<file path="src/rtl/sipo_deserializer_if.sv">
// Purpose : bus bundle for the serial-in/parallel-out receive stage.
//           Carries the serial input side (sin, sin_valid, start) and the
//           parallel output handshake (out_data, out_valid, out_ready).
// Ports   : master - drives the serial stream and out_ready, observes the word
//           slave  - the deserializer: consumes the stream, presents the word
// Handshake: a word transfers on a posedge where out_valid=1 and out_ready=1.
//           The slave holds out_data stable while out_valid=1 and the word has
//           not transferred. out_valid never depends combinationally on out_ready.
interface sipo_deserializer_if #(
  parameter int WIDTH = 4
);
  logic             sin;
  logic             sin_valid;
  logic             start;
  logic             out_ready;
  logic [WIDTH-1:0] out_data;
  logic             out_valid;

  modport master (
    output sin, sin_valid, start, out_ready,
    input  out_data, out_valid
  );

  modport slave (
    input  sin, sin_valid, start, out_ready,
    output out_data, out_valid
  );
endinterface

</file>
<file path="src/rtl/sipo_deserializer.sv">
// Purpose : collects WIDTH serial bits framed by a start marker into a word
//           and presents it on a valid/ready holding register. Flags words
//           lost to a stalled consumer (overrun) and start markers arriving
//           inside a word (frame_err). Both flags are sticky until err_clr.
// Ports   : clk       - clock, all state changes on posedge
//           clr       - asynchronous active-low reset
//           bus       - sipo_deserializer_if.slave (sin, sin_valid, start,
//                       out_ready in; out_data, out_valid out)
//           err_clr   - synchronous clear of overrun / frame_err
//           busy      - a word is partially received
//           overrun   - sticky, a completed word was dropped
//           frame_err - sticky, start arrived before a word completed
//           dbg_state - raw receive FSM state
module sipo_deserializer #(
  parameter int WIDTH     = 4,
  parameter bit LSB_FIRST = 1'b1
) (
  input  logic                 clk,
  input  logic                 clr,
  sipo_deserializer_if.slave   bus,
  input  logic                 err_clr,
  output logic                 busy,
  output logic                 overrun,
  output logic                 frame_err,
  output logic [0:0]           dbg_state
);

  localparam int CW = $clog2(WIDTH + 1);

  typedef enum logic [0:0] {
    IDLE  = 1'b0,
    SHIFT = 1'b1
  } state_t;

  state_t           state_q, state_d;
  logic [CW-1:0]    cnt_q, cnt_d;
  logic [WIDTH-1:0] sh_q, sh_d;
  logic [WIDTH-1:0] data_q, data_d;
  logic             valid_q, valid_d;
  logic             overrun_q, overrun_d;
  logic             frame_q, frame_d;
  logic             complete;
  logic             frame_set;
  logic             overrun_set;

  // LSB-first: new bit enters at the MSB and the register shifts right, so
  // after WIDTH bits the first one has travelled down to bit 0.
  function automatic logic [WIDTH-1:0] shift_in(input logic [WIDTH-1:0] r,
                                                input logic b);
    if (LSB_FIRST)
      return {b, r[WIDTH-1:1]};
    else
      return {r[WIDTH-2:0], b};
  endfunction

  always_ff @(posedge clk or negedge clr) begin
    if (!clr) begin
      state_q   <= IDLE;
      cnt_q     <= '0;
      sh_q      <= '0;
      data_q    <= '0;
      valid_q   <= 1'b0;
      overrun_q <= 1'b0;
      frame_q   <= 1'b0;
    end else begin
      state_q   <= state_d;
      cnt_q     <= cnt_d;
      sh_q      <= sh_d;
      data_q    <= data_d;
      valid_q   <= valid_d;
      overrun_q <= overrun_d;
      frame_q   <= frame_d;
    end
  end

  // Receive FSM: bit collection and word completion.
  always_comb begin
    state_d   = state_q;
    cnt_d     = cnt_q;
    sh_d      = sh_q;
    complete  = 1'b0;
    frame_set = 1'b0;
    if (bus.sin_valid) begin
      unique case (state_q)
        IDLE: begin
          if (bus.start) begin
            // Start from a cleared register so the new word carries no
            // leftover bits from a previous frame.
            sh_d    = shift_in('0, bus.sin);
            cnt_d   = CW'(1);
            state_d = SHIFT;
          end
        end
        SHIFT: begin
          if (bus.start) begin
            frame_set = 1'b1;
            sh_d      = shift_in('0, bus.sin);
            cnt_d     = CW'(1);
          end else begin
            sh_d = shift_in(sh_q, bus.sin);
            if (cnt_q == CW'(WIDTH - 1)) begin
              complete = 1'b1;
              cnt_d    = '0;
              state_d  = IDLE;
            end else begin
              cnt_d = cnt_q + CW'(1);
            end
          end
        end
        default: state_d = IDLE;
      endcase
    end
  end

  // Output holding register and sticky flags.
  always_comb begin
    data_d      = data_q;
    valid_d     = valid_q;
    overrun_set = 1'b0;
    if (complete) begin
      // A completing word may replace a held word only if that held word
      // transfers on this same edge.
      if (!valid_q || bus.out_ready) begin
        data_d  = sh_d;
        valid_d = 1'b1;
      end else begin
        overrun_set = 1'b1;
      end
    end else if (valid_q && bus.out_ready) begin
      valid_d = 1'b0;
    end
    // A new event on the same edge as err_clr keeps the flag set.
    overrun_d = overrun_set | (overrun_q & ~err_clr);
    frame_d   = frame_set   | (frame_q   & ~err_clr);
  end

  assign bus.out_data  = data_q;
  assign bus.out_valid = valid_q;
  assign busy          = (state_q == SHIFT);
  assign overrun       = overrun_q;
  assign frame_err     = frame_q;
  assign dbg_state     = state_q;

endmodule
</file>
<file path="src/flat_wrapper.sv">
// flat-port wrapper written by rule: the top's interface ports become plain ports
module sipo_deserializer_flat 
#(
  parameter int WIDTH     = 4,
  parameter bit LSB_FIRST = 1'b1
)
  (clk, clr, err_clr, busy, overrun, frame_err, dbg_state, bus_sin, bus_sin_valid, bus_start, bus_out_ready, bus_out_data, bus_out_valid);
  sipo_deserializer_if #(.WIDTH(WIDTH)) bus_i ();
  input  logic clk;
  input  logic clr;
  input  logic err_clr;
  output logic busy;
  output logic overrun;
  output logic frame_err;
  output logic [0:0] dbg_state;
  input wire logic [$bits(bus_i.sin)-1:0] bus_sin;
  input wire logic [$bits(bus_i.sin_valid)-1:0] bus_sin_valid;
  input wire logic [$bits(bus_i.start)-1:0] bus_start;
  input wire logic [$bits(bus_i.out_ready)-1:0] bus_out_ready;
  output wire logic [$bits(bus_i.out_data)-1:0] bus_out_data;
  output wire logic [$bits(bus_i.out_valid)-1:0] bus_out_valid;
  assign bus_i.sin = bus_sin;
  assign bus_i.sin_valid = bus_sin_valid;
  assign bus_i.start = bus_start;
  assign bus_i.out_ready = bus_out_ready;
  assign bus_out_data = bus_i.out_data;
  assign bus_out_valid = bus_i.out_valid;
  sipo_deserializer #(.WIDTH(WIDTH), .LSB_FIRST(LSB_FIRST)) u_core (.clk(clk), .clr(clr), .bus(bus_i), .err_clr(err_clr), .busy(busy), .overrun(overrun), .frame_err(frame_err), .dbg_state(dbg_state));
endmodule
</file>
<file path="config.mk">
export PLATFORM = sky130hd
export DESIGN_NAME = sipo_deserializer_flat
export DESIGN_NICKNAME = d
export VERILOG_FILES = /design/src/rtl/sipo_deserializer_if.sv /design/src/rtl/sipo_deserializer.sv /design/src/flat_wrapper.sv
export SDC_FILE = /design/constraint.sdc
export NUM_CORES = 1
export LEC_CHECK = 0
export BUFFER_PORTS_ARGS = -buffer_cell sky130_fd_sc_hd__buf_2
export CORE_UTILIZATION = 45
export DETAILED_ROUTE_END_ITERATION = 12
export PLACE_DENSITY_LB_ADDON = 0.15
export SLEW_MARGIN = 40
export SYNTH_ARGS = -nofsm -noshare
export SYNTH_HDL_FRONTEND = slang
export SYNTH_SLANG_ARGS = --single-unit
</file>
<file path="constraint.sdc">
create_clock -name clk -period 4.3 [get_ports clk]
set_clock_uncertainty 0.1 [all_clocks]
set_input_delay 0.86 -clock clk [delete_from_list [all_inputs] [get_ports clk]]
set_output_delay 0.86 -clock clk [all_outputs]
set_load 0.005 [all_outputs]
</file>
== Word level (Yosys, flattened, before mapping) ==
Index checks and enable logic that the tools add are counted.
W data, S select, Z words.

* Register bits after elaboration: 15
* Logic and storage cells: 47

* Equality and inequality tests: 3
* Reductions and logical operators: 7
* Muxes and demuxes: 23
* Bitwise operators: 6
* Add/sub/neg operators: 1

{| class="wikitable"
|+ Operator list
! cell !! number
|-
| $mux W1 || 14
|-
| $mux W3 || 4
|-
| $mux W4 || 2
|-
| $pmux W4 S2 || 1
|-
| $pmux W3 S2 || 1
|-
| $reduce_and A2 Y1 || 3
|-
| $ne A2 B2 Y1 const B || 2
|-
| $add A3 B1 Y3 const B || 1
|-
| $eq A3 B2 Y1 const B || 1
|-
| $and A1 B1 Y1 || 2
|-
| $not A1 Y1 || 2
|-
| $or A1 B1 Y1 || 2
|-
| $pmux W1 S2 || 1
|-
| $reduce_bool A2 Y1 || 1
|-
| $logic_and A1 B1 Y1 || 1
|-
| $logic_not A1 Y1 || 1
|-
| $logic_or A1 B1 Y1 || 1
|}

== Longest topological paths before layout ==
* Depth after elaboration: 7
* Depth in mapped cells: 4
* Gate-level depth less buffers: 4

== Least setup slack after synthesis ==
OpenSTA, ideal clock, no wires.

* Path type: in2reg
* Start: input bus_start
* End: register u_core.data_q[3], in the netlist u_core.bus.out_data[3]
* Path slack: 2301 ps
* Library setup time: 125 ps
* Data required time: 4075 ps
* Cell stages on the path: 4
* Arrival time: 1774 ps
* Cell sequence: buf_4 > o21ai_0 > mux2_2 > mux2_4

* Elaborated cells between the ends (all ways): 7

{| class="wikitable"
|+ RTL lines
! element !! line !! RTL
|-
| start, declared || flat_wrapper.sv:18 || <nowiki>input wire logic [$bits(bus_i.start)-1:0] bus_start;</nowiki>
|-
| $mux W4 || sipo_deserializer.sv:86 || <nowiki>if (bus.start) begin</nowiki>
|-
| $pmux W4 S2 || sipo_deserializer.sv:84 || <nowiki>unique case (state_q)</nowiki>
|-
| $mux W4 || sipo_deserializer.sv:83 || <nowiki>if (bus.sin_valid) begin</nowiki>
|-
| via u_core.sh_d[3] || sipo_deserializer.sv:37 || <nowiki>logic [WIDTH-1:0] sh_q, sh_d;</nowiki>
|-
| end signal, assigned || sipo_deserializer.sv:69 || <nowiki>data_q <= data_d;</nowiki>
|-
| end, declared || sipo_deserializer.sv:38 || <nowiki>logic [WIDTH-1:0] data_q, data_d;</nowiki>
|}

The timed path passes the listed nets, and every way through them passes these cells.
A chain may end at the register's enable or synchronous reset.

== Worst setup path in the final report ==
* Start: register u_core.state_q, in the netlist u_core.busy
* End: output busy

{| class="wikitable"
|+ RTL lines
! element !! line !! RTL
|-
| start, declared || sipo_deserializer.sv:35 || <nowiki>state_t state_q, state_d;</nowiki>
|-
| start signal, assigned || sipo_deserializer.sv:66 || <nowiki>state_q <= state_d;</nowiki>
|-
| end, declared || flat_wrapper.sv:12 || <nowiki>output logic busy;</nowiki>
|}

No word-level cell between the ends.

==> metrics.txt <==
status=finished, final reports clean; Final Wtd Congestion=0.7927; Reg clk slew, reported paths=0.09 ns; Worst Path Required=3.34 ns; Ant. Diodes=0; CP bufs+invs=1; adder-cell share of the synthesized area=0.01789; Post-CTS Resized=0; Hold Buf Count CTS=0; VDD IR max=0.2576 mV; Crit path max-delay family=flip-flops; IO Count=16; Final ANT Viol Nets=0; first-pass GRT wire length=2001 µm; syn avg cell area=10.93 µm²; cell area after synthesis=699.4 µm²; Power Dens Cells=517.2 nW/µm²; setup_tns=0 ns; largest net degree at the start of global routing=16; DRT iter0 DRCs=9; Worst Setup Start Kind=flip-flop; Core Region=1366 µm²; Slew @ Worst Pin=0.4070 ns; yosys warns=0; register bit total from synthesis=15; Overflow after GRT=0; Rel. slew slack=0.7275; RSZ-0062 raised after global routing=false; Min-Delay Path Class=in -> async; complex-gate fraction of the synthesized area=0.1521; Max Slew Vio Count=0; Syn Nets=72; Remaining DRCs=0; xor and xnor fraction of the mapped netlist area=0; Max-Cap Viols=0; kind of critical path=reg -> out; critical path's slowest cell=dfrtp_1; fraction of layout cells with a size suffix above 1=0.2911; Skew-Pair Late Insertion Delay=0.27 ns; crit path DAT=1.06 ns; placed cells=90; CTS tree=built; total die area=1716 µm²; routed vias/inst=5.309; final worst-path cycle share=0.4690; Clock Sinks=15; post-synthesis mux area share=0.08050; drt total wl=1193 µm; Area Growth Syn to Fin=13.60%; clk buf depth=2; Die X=41.43 µm; leak pwr=0.0003901 µW; Worst R2R Start=u_core.busy; FMAX=495.8 MHz; Final Hold Vio Count=0; Worst Path Max Fanout=14; sequential-to-total area share from yosys stat=0.5367; Final nets=88; vias in the first global route=468; post-synthesis cell type count=24; wire per inst=12.69 µm; Simple-Gate Fraction of Synth Area=0.1216; min Tclk post-route=2.017 ns; DRT Pass-1 Iters=3; largest family of logic cells by synthesized area=compound AO/OA/AOI/OAI gates; Final Instance Count excl. Fillers=94; critical-path cell list=buf_2; synthesized instance count=64; Starting Density=0.5119; TritonCTS buffer count=3; initial antenna violation count=0; top-area cell type share of the netlist area=0.5367; vias=499; final setup fails=0; H-tree level count=1; main area contributors after synthesis=dfrtp_1, inv_1, o21ai_0; GRT Overall Usage=0.1550; count of port buffers added during placement=15; Detailed Place HPWL=919.4 µm; top cell type by total area after synthesis=dfrtp_1; FP Rows=13; CTS Root Cell=clkbuf_4; Die Ht=41.43 µm; crit end category=output port; # Post-CTS Setup Buffers=0; critical path launch point=u_core.busy; CP max stage delay=0.59 ns
## cell usage after synthesis, drive strengths merged
cell type / count
a32oi: 3
dfrtp: 15
a31oi: 1
mux2i: 3
clkbuf: 1
or3: 1
nor2: 1
o21ai: 7
ha: 1
a41oi: 1
nand2b: 2
nor2b: 2
o2bb2ai: 1
a21boi: 1
nand2: 5
o22ai: 1
buf: 3
a21o: 1
nor4b: 1
mux2: 2
inv: 10
nand3: 1
## per-layer routing
| layer | track usage | part of all wire | wire (µm) |
|---|---|---|---|
| met5 | 0 | 0 | 0 |
| met4 | 0.07097 | 0.010 | 12 |
| met3 | 0.06087 | 0.034 | 41 |
| met2 | 0.2281 | 0.47 | 561 |
| met1 | 0.2000 | 0.48 | 577 |
## path summary, 6_finish.rpt
kind | end | slack [ns] | depth (start not counted)
hold reg to reg | u_core.bus.out_data[3] | 0.42 | 1
min in group clk | u_core.bus.out_data[3] | 0.42 | 1
setup / recovery | busy | 2.28 | 1
setup reg to reg | u_core.bus.out_data[3] | 2.52 | 3
hold / removal | u_core.bus.out_valid | 0.36 | 1
max in group asynchronous | u_core.cnt_q[1] | 3.49 | 1
## through the flow
stage | total power, µW | hold slack (ns) | util | worst slack, ns | cell area, µm²
3_3_place_gp | 333.7 | 0.3976 | 0.5614 | 2.144 | 767.0
2_1_floorplan | 292.0 | 0.3727 | - | 2.301 | 699.4
5_1_grt | 441.6 | 0.3769 | 0.5815 | 2.224 | 794.5
3_5_place_dp | 337.7 | 0.4012 | 0.5614 | 2.105 | 767.0
6_report | 410.9 | 0.3643 | 0.5815 | 2.283 | 794.5
4_1_cts | 415.5 | 0.3742 | 0.5815 | 2.283 | 794.5
## cells in the final DEF, fill, tap and decap left out, drive strengths merged, types with 2 or more instances in the layout
master / n
mux2i: 3
nor2b: 2
o21ai: 7
dfrtp: 15
mux2: 2
a32oi: 3
nand2b: 2
buf: 15
clkbuf: 3
nand2: 5
inv: 10
## report_power, final
group          switching, µW  total [µW]  leakage [µW]  internal (µW)
Combinational           56.9         117      0.000183           60.0
Sequential              34.6         216      0.000189            181
Clock                   43.9        78.3     0.0000177           34.4
Total                    135         411      0.000390            276
## cells by family (layout without fill, tap and decap cells)
| kind of cell | count (synthesis) | count (layout) |
|---|---|---|
| flip-flops | 15 | 15 |
| adder cells (fa/ha/maj) | 1 | 1 |
| multiplexers | 5 | 5 |
| AND/OR/NAND/NOR | 13 | 13 |
| buffers and inverters | 14 | 29 |
| AO/OA/AOI/OAI | 16 | 16 |
## registers in the layout, indices dropped and copies added, names as in the netlist
register	cells
u_core.sh_q	4
u_core.cnt_q	3
u_core.overrun	1
u_core.bus.out_valid	1
u_core.frame_err	1
u_core.busy	1
u_core.bus.out_data	4
## cell type report
class                           count  area, µm²
Sequential cell                    15      375.4
Clock buffer                        3      22.52
Fill cell                         132      571.8
Multi-Input combinational cell     35      260.3
Inverter                           10      37.54
Timing Repair Buffer               15      75.07
Tap cell                           15      18.77
Clock inverter                      1      5.005
Note: power is estimated with default switching activity, not from simulation.
